[config.mk]
export PLATFORM = sky130hd
export DESIGN_NAME = mod_int_responder
export DESIGN_NICKNAME = d
export VERILOG_FILES = /design/src/rtl/cpu_int_pkg.sv /design/src/rtl/int_lat_counter.sv /design/src/rtl/mod_int_responder.sv
export SDC_FILE = /design/constraint.sdc
export NUM_CORES = 1
export LEC_CHECK = 0
export ABC_AREA = 1
export ABC_CLOCK_PERIOD_IN_PS = 1700
export BUFFER_PORTS_ARGS = -buffer_cell sky130_fd_sc_hd__buf_4
export CORE_UTILIZATION = 50
export DETAILED_ROUTE_END_ITERATION = 10
export PLACE_DENSITY = 0.91
export REMOVE_ABC_BUFFERS = 1
export SYNTH_ARGS = -nofsm -noshare
export SYNTH_HDL_FRONTEND = slang
export SYNTH_HIERARCHICAL = 1
export SYNTH_SLANG_ARGS = --single-unit
[constraint.sdc]
create_clock -name i_clk -period 1.7 [get_ports i_clk]
set_input_delay 0.17 -clock i_clk [delete_from_list [all_inputs] [get_ports i_clk]]
set_output_delay 0.17 -clock i_clk [all_outputs]
set_load 0.03 [all_outputs]
[src/rtl/cpu_int_pkg.sv]
// Shared types and constants for the CPU-side interrupt responder.
//   int_state_e     : responder FSM states (StRet is the one-cycle return pulse)
//   VECTOR_DEFAULT  : default ISR entry address
//   EPC_OFFSET      : offset from the committing PC to the saved return address
package cpu_int_pkg;

    typedef enum logic [2:0] {
        StIdle,
        StWait,
        StTake,
        StIsr,
        StRet
    } int_state_e;

    localparam logic [31:0] VECTOR_DEFAULT = 32'h0000_0004;
    localparam logic [31:0] EPC_OFFSET     = 32'd4;

endpackage

[src/rtl/int_lat_counter.sv]
// Saturating interrupt-latency counter.
//   i_clk  : clock, posedge
//   i_rst  : synchronous active-low reset (count -> 0)
//   i_clr  : load 1 (the cycle the request is first seen counts as one)
//   i_en   : increment, saturating at all-ones
//   o_cnt  : current count
module int_lat_counter
    import cpu_int_pkg::*;
#(
    parameter int unsigned LAT_W = 16
) (
    input  logic             i_clk,
    input  logic             i_rst,
    input  logic             i_clr,
    input  logic             i_en,
    output logic [LAT_W-1:0] o_cnt
);

    logic [LAT_W-1:0] r_cnt;

    always_ff @(posedge i_clk) begin
        if (!i_rst) begin
            r_cnt <= '0;
        end else if (i_clr) begin
            r_cnt <= LAT_W'(1);
        end else if (i_en && (r_cnt != {LAT_W{1'b1}})) begin
            r_cnt <= r_cnt + LAT_W'(1);
        end
    end

    assign o_cnt = r_cnt;

endmodule

[src/rtl/mod_int_responder.sv]
// CPU-side end of the interrupt handshake. Waits for a safe commit point after
// i_int_req, then for one cycle acknowledges, flushes and redirects fetch to
// VECTOR while saving the return PC. On iret inside the ISR, redirects to EPC.
//   i_clk, i_rst          : clock, synchronous active-low reset
//   i_int_req / o_int_ack : handshake with the interrupt controller
//   i_commit_*, i_stall, i_branch_pend, i_iret : commit-stage status
//   i_epc_we, i_epc_din   : software EPC write (ISR only)
//   o_redirect_valid/_pc, o_flush : fetch control (all one-cycle pulses)
//   o_epc, o_in_isr, o_lat_cnt    : status
module mod_int_responder
    import cpu_int_pkg::*;
#(
    parameter logic [31:0] VECTOR = VECTOR_DEFAULT,
    parameter int unsigned LAT_W  = 16
) (
    input  logic             i_clk,
    input  logic             i_rst,
    input  logic             i_int_req,
    output logic             o_int_ack,
    input  logic             i_commit_valid,
    input  logic [31:0]      i_commit_pc,
    input  logic             i_stall,
    input  logic             i_branch_pend,
    input  logic             i_iret,
    input  logic             i_epc_we,
    input  logic [31:0]      i_epc_din,
    output logic             o_redirect_valid,
    output logic [31:0]      o_redirect_pc,
    output logic             o_flush,
    output logic [31:0]      o_epc,
    output logic             o_in_isr,
    output logic [LAT_W-1:0] o_lat_cnt
);

    int_state_e       r_state;
    int_state_e       w_state_d;
    logic [31:0]      r_epc;
    logic [LAT_W-1:0] r_lat;
    logic [LAT_W-1:0] w_cnt;
    logic             w_cnt_clr;
    logic             w_cnt_en;
    logic             w_safe;
    logic             w_take;

    assign w_safe = i_commit_valid & ~i_stall & ~i_branch_pend;
    assign w_take = (r_state == StWait) & i_int_req & w_safe;

    int_lat_counter #(
        .LAT_W (LAT_W)
    ) u_lat_counter (
        .i_clk (i_clk),
        .i_rst (i_rst),
        .i_clr (w_cnt_clr),
        .i_en  (w_cnt_en),
        .o_cnt (w_cnt)
    );

    always_ff @(posedge i_clk) begin
        if (!i_rst) begin
            r_state <= StIdle;
        end else begin
            r_state <= w_state_d;
        end
    end

    always_comb begin
        w_state_d = r_state;
        w_cnt_clr = 1'b0;
        w_cnt_en  = 1'b0;
        unique case (r_state)
            // StRet is architecturally IDLE with the return pulse on top.
            StIdle, StRet: begin
                w_state_d = StIdle;
                if (i_int_req) begin
                    w_state_d = StWait;
                    w_cnt_clr = 1'b1;
                end
            end
            StWait: begin
                if (!i_int_req) begin
                    w_state_d = StIdle;
                end else if (w_safe) begin
                    w_state_d = StTake;
                end else begin
                    w_cnt_en = 1'b1;
                end
            end
            StTake: w_state_d = StIsr;
            StIsr: begin
                if (i_commit_valid && i_iret) begin
                    w_state_d = StRet;
                end
            end
            default: w_state_d = StIdle;
        endcase
    end

    // A same-cycle epc write and iret both land here first, so StRet returns
    // to the freshly written value.
    always_ff @(posedge i_clk) begin
        if (!i_rst) begin
            r_epc <= '0;
            r_lat <= '0;
        end else if (w_take) begin
            r_epc <= i_commit_pc + EPC_OFFSET;
            r_lat <= w_cnt;
        end else if ((r_state == StIsr) && i_epc_we) begin
            r_epc <= i_epc_din;
        end
    end

    // Outputs decode the registered state only: no path from i_int_req.
    always_comb begin
        o_int_ack        = 1'b0;
        o_redirect_valid = 1'b0;
        o_flush          = 1'b0;
        o_redirect_pc    = '0;
        o_in_isr         = 1'b0;
        unique case (r_state)
            StTake: begin
                o_int_ack        = 1'b1;
                o_redirect_valid = 1'b1;
                o_flush          = 1'b1;
                o_redirect_pc    = VECTOR;
                o_in_isr         = 1'b1;
            end
            StRet: begin
                o_redirect_valid = 1'b1;
                o_flush          = 1'b1;
                o_redirect_pc    = r_epc;
            end
            StIsr:   o_in_isr = 1'b1;
            default: ;
        endcase
    end

    assign o_epc     = r_epc;
    assign o_lat_cnt = r_lat;

endmodule

; After elaboration in Yosys (flattened, before gate mapping)
; Index checks and enable logic that the tools add are counted.
[classes]
add_sub_neg = 2
n_eq_ne = 7
n_mux = 18
n_bitwise = 7
reduce_logical = 11
[ops]
columns = operator, n
row1 = 32-bit two-way mux, 2
row2 = 32-bit one-hot mux with 2 select lines, 1
row3 = 32-bit by 3-bit adder with 32-bit output (second input constant), 1
row4 = 16-bit by 1-bit adder with 16-bit output (second input constant), 1
row5 = 16-bit inequality test (second input constant), 1
row6 = 3-bit one-hot mux with 4 select lines, 1
row7 = 1-bit two-way mux, 11
row8 = 3-bit two-way mux, 3
row9 = 2-bit OR reduction, 4
row10 = 3-bit by 2-bit equality test with 1-bit output (second input constant), 2
row11 = 1-bit AND, 4
row12 = 2-bit nonzero test, 2
row13 = 3-bit by 1-bit equality test with 1-bit output (second input constant), 1
row14 = 3-bit equality test (second input constant), 1
row15 = 1-bit logical AND, 3
row16 = 3-bit zero test, 1
row17 = 3-bit inequality test (second input constant), 1
row18 = 1-bit NOT, 3
row19 = 2-bit inequality test (second input constant), 1
row20 = 2-bit AND reduction, 1
[word_totals]
regBits = 67
inputBits = 72
out_inout_bits = 84
wordCells = 50

; Logic depth before layout (Yosys ltp)
[depth]
ltp_word = 9
depth_mapped = 10

; Modules after synthesis
; The synthesis kept the hierarchy.
[by_module_without_submodules]
columns = mod, n_inst, cells_per_inst, area_each_um2
row1 = mod_int_responder, 1, 559, 3270.6
row2 = int_lat_counter, 1, 135, 909.6

; Least setup slack after synthesis
; OpenSTA, ideal clock, no wires.
[synth_timing]
kind = register to output
startpoint = reg r_state[1]
endpoint = out o_redirect_pc[2]
t_arrival_ns = 2.024
setup_slack_ns = -0.494
stages_incl_launch_ff = 6
cell_sequence = dfxtp_1 > inv_1 > nor3_1 > inv_1 > nand2_1 > o21a_1
[synth_between]
elab_chain_len = 2
word_cells_on_any_way = 3
cone_classes = 2 x eq/ne / 1 x mux
[synth_rtl]
columns = element, line
row1 = from (decl), mod_int_responder.sv:35  ; int_state_e r_state;
row2 = from (signal assigned), mod_int_responder.sv:60  ; r_state <= StIdle;
row3 = from (signal assigned), mod_int_responder.sv:62  ; r_state <= w_state_d;
row4 = 3-bit equality test / 3-bit by 2-bit equality test with 1-bit output (equally long branches), mod_int_responder.sv:119  ; unique case (r_state)
row5 = 32-bit one-hot mux with 2 select lines (*), mod_int_responder.sv:119
row6 = to (decl), mod_int_responder.sv:28  ; output logic [31:0] o_redirect_pc,
; Mark *: on every way between the ends. The rest lies on a longest branch, timed or not.

; Worst setup path after layout
[layout_timing]
startpoint = reg r_state[1]
endpoint = out o_redirect_pc[6]
; The elaborated chain is that of the path after synthesis.

==> reports/qor.yml <==
logic_synthesis:
  yosys_warnings: 6
  ys_ff_latch: 67
  synth_edf_count: 0
  synthFlopType: "dfxtp_1"
  syn_area_mm2: 0.004180
  yosysUniqueCellTypes: 40
  async_flop_share_pct: 0
  ys_seq_area_share_pct: 32.09
  synthCells: 694
  postSynthAreaPerCell_um2: 6.023
routing:
  postRouteAntennaNets: 0
  routed_via_density: 5.256
  routed_wl_um: 13620
  routedWlPerCell_um: 14.23
  vias: 5030
  first_pass_iters: 6
  drc: 0
  drt_iter0_markers: 318
setup_path:
  startpoint_type: "flop"
  crit_path_end_kind: "primary output"
  cp_max_fo: 17
  slowest_delay_ns: 0.33
  cp_common_cell: "buf_4"
  cp.required_ns: 1.53
  cpMaxStageDelayCell: "dfxtp_1"
  worstSetupPathType: "flop to primary output"
  arrival_ns: 1.47
  cp_cell_sequence: "inv_2, nand3_2, buf_4, nor2_1, buf_4"
final_layout:
  fin_area_mm2: 0.005707
  multi_input_comb_area_mm2: 0.002442
  seq_area_mm2: 0.001345
  layout_commonest_cell: "nand2_1"
  n_antenna_cell: 0
  syn_to_final_growth_pct: 36.52
  final_cell_mix: "176 x nand2_1, 163 x buf_4, 161 x nor2_1"
  nFillCells: 657
  layout-drive-gt1-share_pct: 25.61
  final_core_util_pct: 72.35
  nets: 924
sta:
  whs_ns: 0.05779
  clock_skew_ns: 0.01173
  worst_pin_slew_ns: 0.5616
  report.final.hold_viol_count: 0
  period_needed_ns: 1.645
  final_max_slew_viol_count: 0
  relSlewSlack_pct: 62.51
  setup_violations: 0
  max_freq_mhz: 608.0
  period_share_pct: 96.74
  setup-tns-final_ns: 0
worst_hold_path:
  hp-class: "input pin to flop"
placement:
  dpl.hpwl_um: 10080
  dpl_cell_area_mm2: 0.005420
  numPortBuffers: 155
  place_congestion: 0.8845
die:
  initial_core_util_pct: 53.00
  die-area_mm2: 0.008730
  row_count: 32
  io_pins: 156
  core_area_mm2: 0.007888
  die_h_um: 93.44
  die_w_um: 93.44
global_routing:
  gr-total-overflow: 0
  grt_pass1_vias: 4592
  grt_pass1_wl_um: 20920
  track_usage_pct: 30.37
  antenna_found_initial: 0
  grt_start_max_net_pins: 39
power_and_ir_drop:
  power.density_mw_per_mm2: 635.7
  peakVddDrop_mv: 0.4568
  p_leak_nw: 2.585
  total_power_mw: 3.628
job:
  maxCapViolCount: 0
clock_network:
  htree_levels: 3
  clkLatencyLatePin_ns: 0.35
  cts_tree: "built"
  clockBufferDepth: 2
  root_buffer: "clkbuf_8"
  clock-sinks: 67
  cts_inserted_buffers: 9
  cts.reportedPaths.clkPinSlew_ns: 0.08
  holdBufCountCts: 0
run_status:
  status: "finished clean"
routing by layer:
layer	vias to the layer above	share of wire, %	global-route usage [%]
li1	2497	-	-
met1	2304	40	35.26
met2	197	50	54.66
met3	32	6.5	5.203
met4	0	3.2	12.82
met5	-	0	0
layout make-up:
cell class,count,area share [%]
multi-input cells,525,42.80
inverters,80,5.306
flip-flops and latches,67,23.57
clock buffers,10,2.412
repair buffers,167,22.54
clock inverters,6,1.140
well taps,102,2.236
registers in the layout, summed over array words and instances, names as in the netlist:
name	cells
r_state	3
u_lat_counter/o_cnt	16
o_epc	32
o_lat_cnt	16
power by group:
part	internal, mW	switching (mW)
Combinational	0.250	0.365
Clock	0.717	0.662
Sequential	1.60	0.0302
Total	2.57	1.06
worst paths after layout:
check / startpoint / to / slack, ns / cells after the start
min: i_epc_din[2] / o_epc[2]$_SDFFE_PN0P_ / 0.06 / 3
max: r_state[1]$_SDFFE_PN0P_ / o_redirect_pc[6] / 0.06 / 5
min reg2reg: o_epc[1]$_SDFFE_PN0P_ / o_epc[1]$_SDFFE_PN0P_ / 0.48 / 2
max reg2reg: r_state[2]$_SDFFE_PN0P_ / o_epc[24]$_SDFFE_PN0P_ / 0.10 / 9
logic make-up after synthesis:
kind of cell | synth area share (%)
AOI/OAI and AO/OA | 12.21
xor gates and xnor gates | 1.048
adders and majority gates | 0.5985
buffers and inverters | 10.75
DFF | 32.09
and+or+nand+nor | 43.31
worst max-delay path, delay by kind of cell, from the launching register on:
family | cells | cell delay, ns
buf+inv | 3 | 0.52
flops | 1 | 0.33
simple gates | 2 | 0.28
cells in the mapped netlist (2+ instances only):
library cell / n / area (um^2)
nand3_1: 49 / 245.2
nand3_2: 2 / 20.02
nor2_4: 2 / 22.52
nand4_1: 3 / 18.77
nor2_8: 2 / 40.04
buf_4: 5 / 37.54
nor3_1: 5 / 25.02
o211ai_1: 2 / 15.01
and2_1: 3 / 18.77
o21bai_1: 2 / 15.01
buf_6: 5 / 56.30
o221ai_1: 3 / 26.28
o21ai_1: 5 / 25.02
ha_1: 2 / 25.02
dfxtp_1: 67 / 1341
a31oi_1: 3 / 18.77
nor2_2: 3 / 18.77
buf_2: 2 / 10.01
nand2_4: 4 / 45.04
a21oi_1: 43 / 215.2
inv_2: 3 / 11.26
xnor2_1: 2 / 17.52
nand2_1: 178 / 668.1
clkbuf_1: 10 / 37.54
xor2_1: 3 / 26.28
inv_1: 75 / 281.5
o21ai_0: 33 / 165.2
nor2_1: 163 / 611.8
nand2_2: 3 / 18.77
or2_2: 2 / 12.51
stage by stage:
step                setup slack, ns  cells
global placement            0.06922    939
global route              -0.006029    957
detailed placement         -0.03188    939
floorplan                   -0.6921    671
CTS                        0.008747    955
finish                      0.05535    957
repair_timing:
action | 4_1_cts | 5_1_grt
endpoints found under the setup margin | 12 | 39
pin swaps | 0 | 3
resized for setup | 3 | 13
gates cloned | 0 | 1
setup buffers | 0 | 1
No activity file was read; power rests on OpenSTA's default activity.
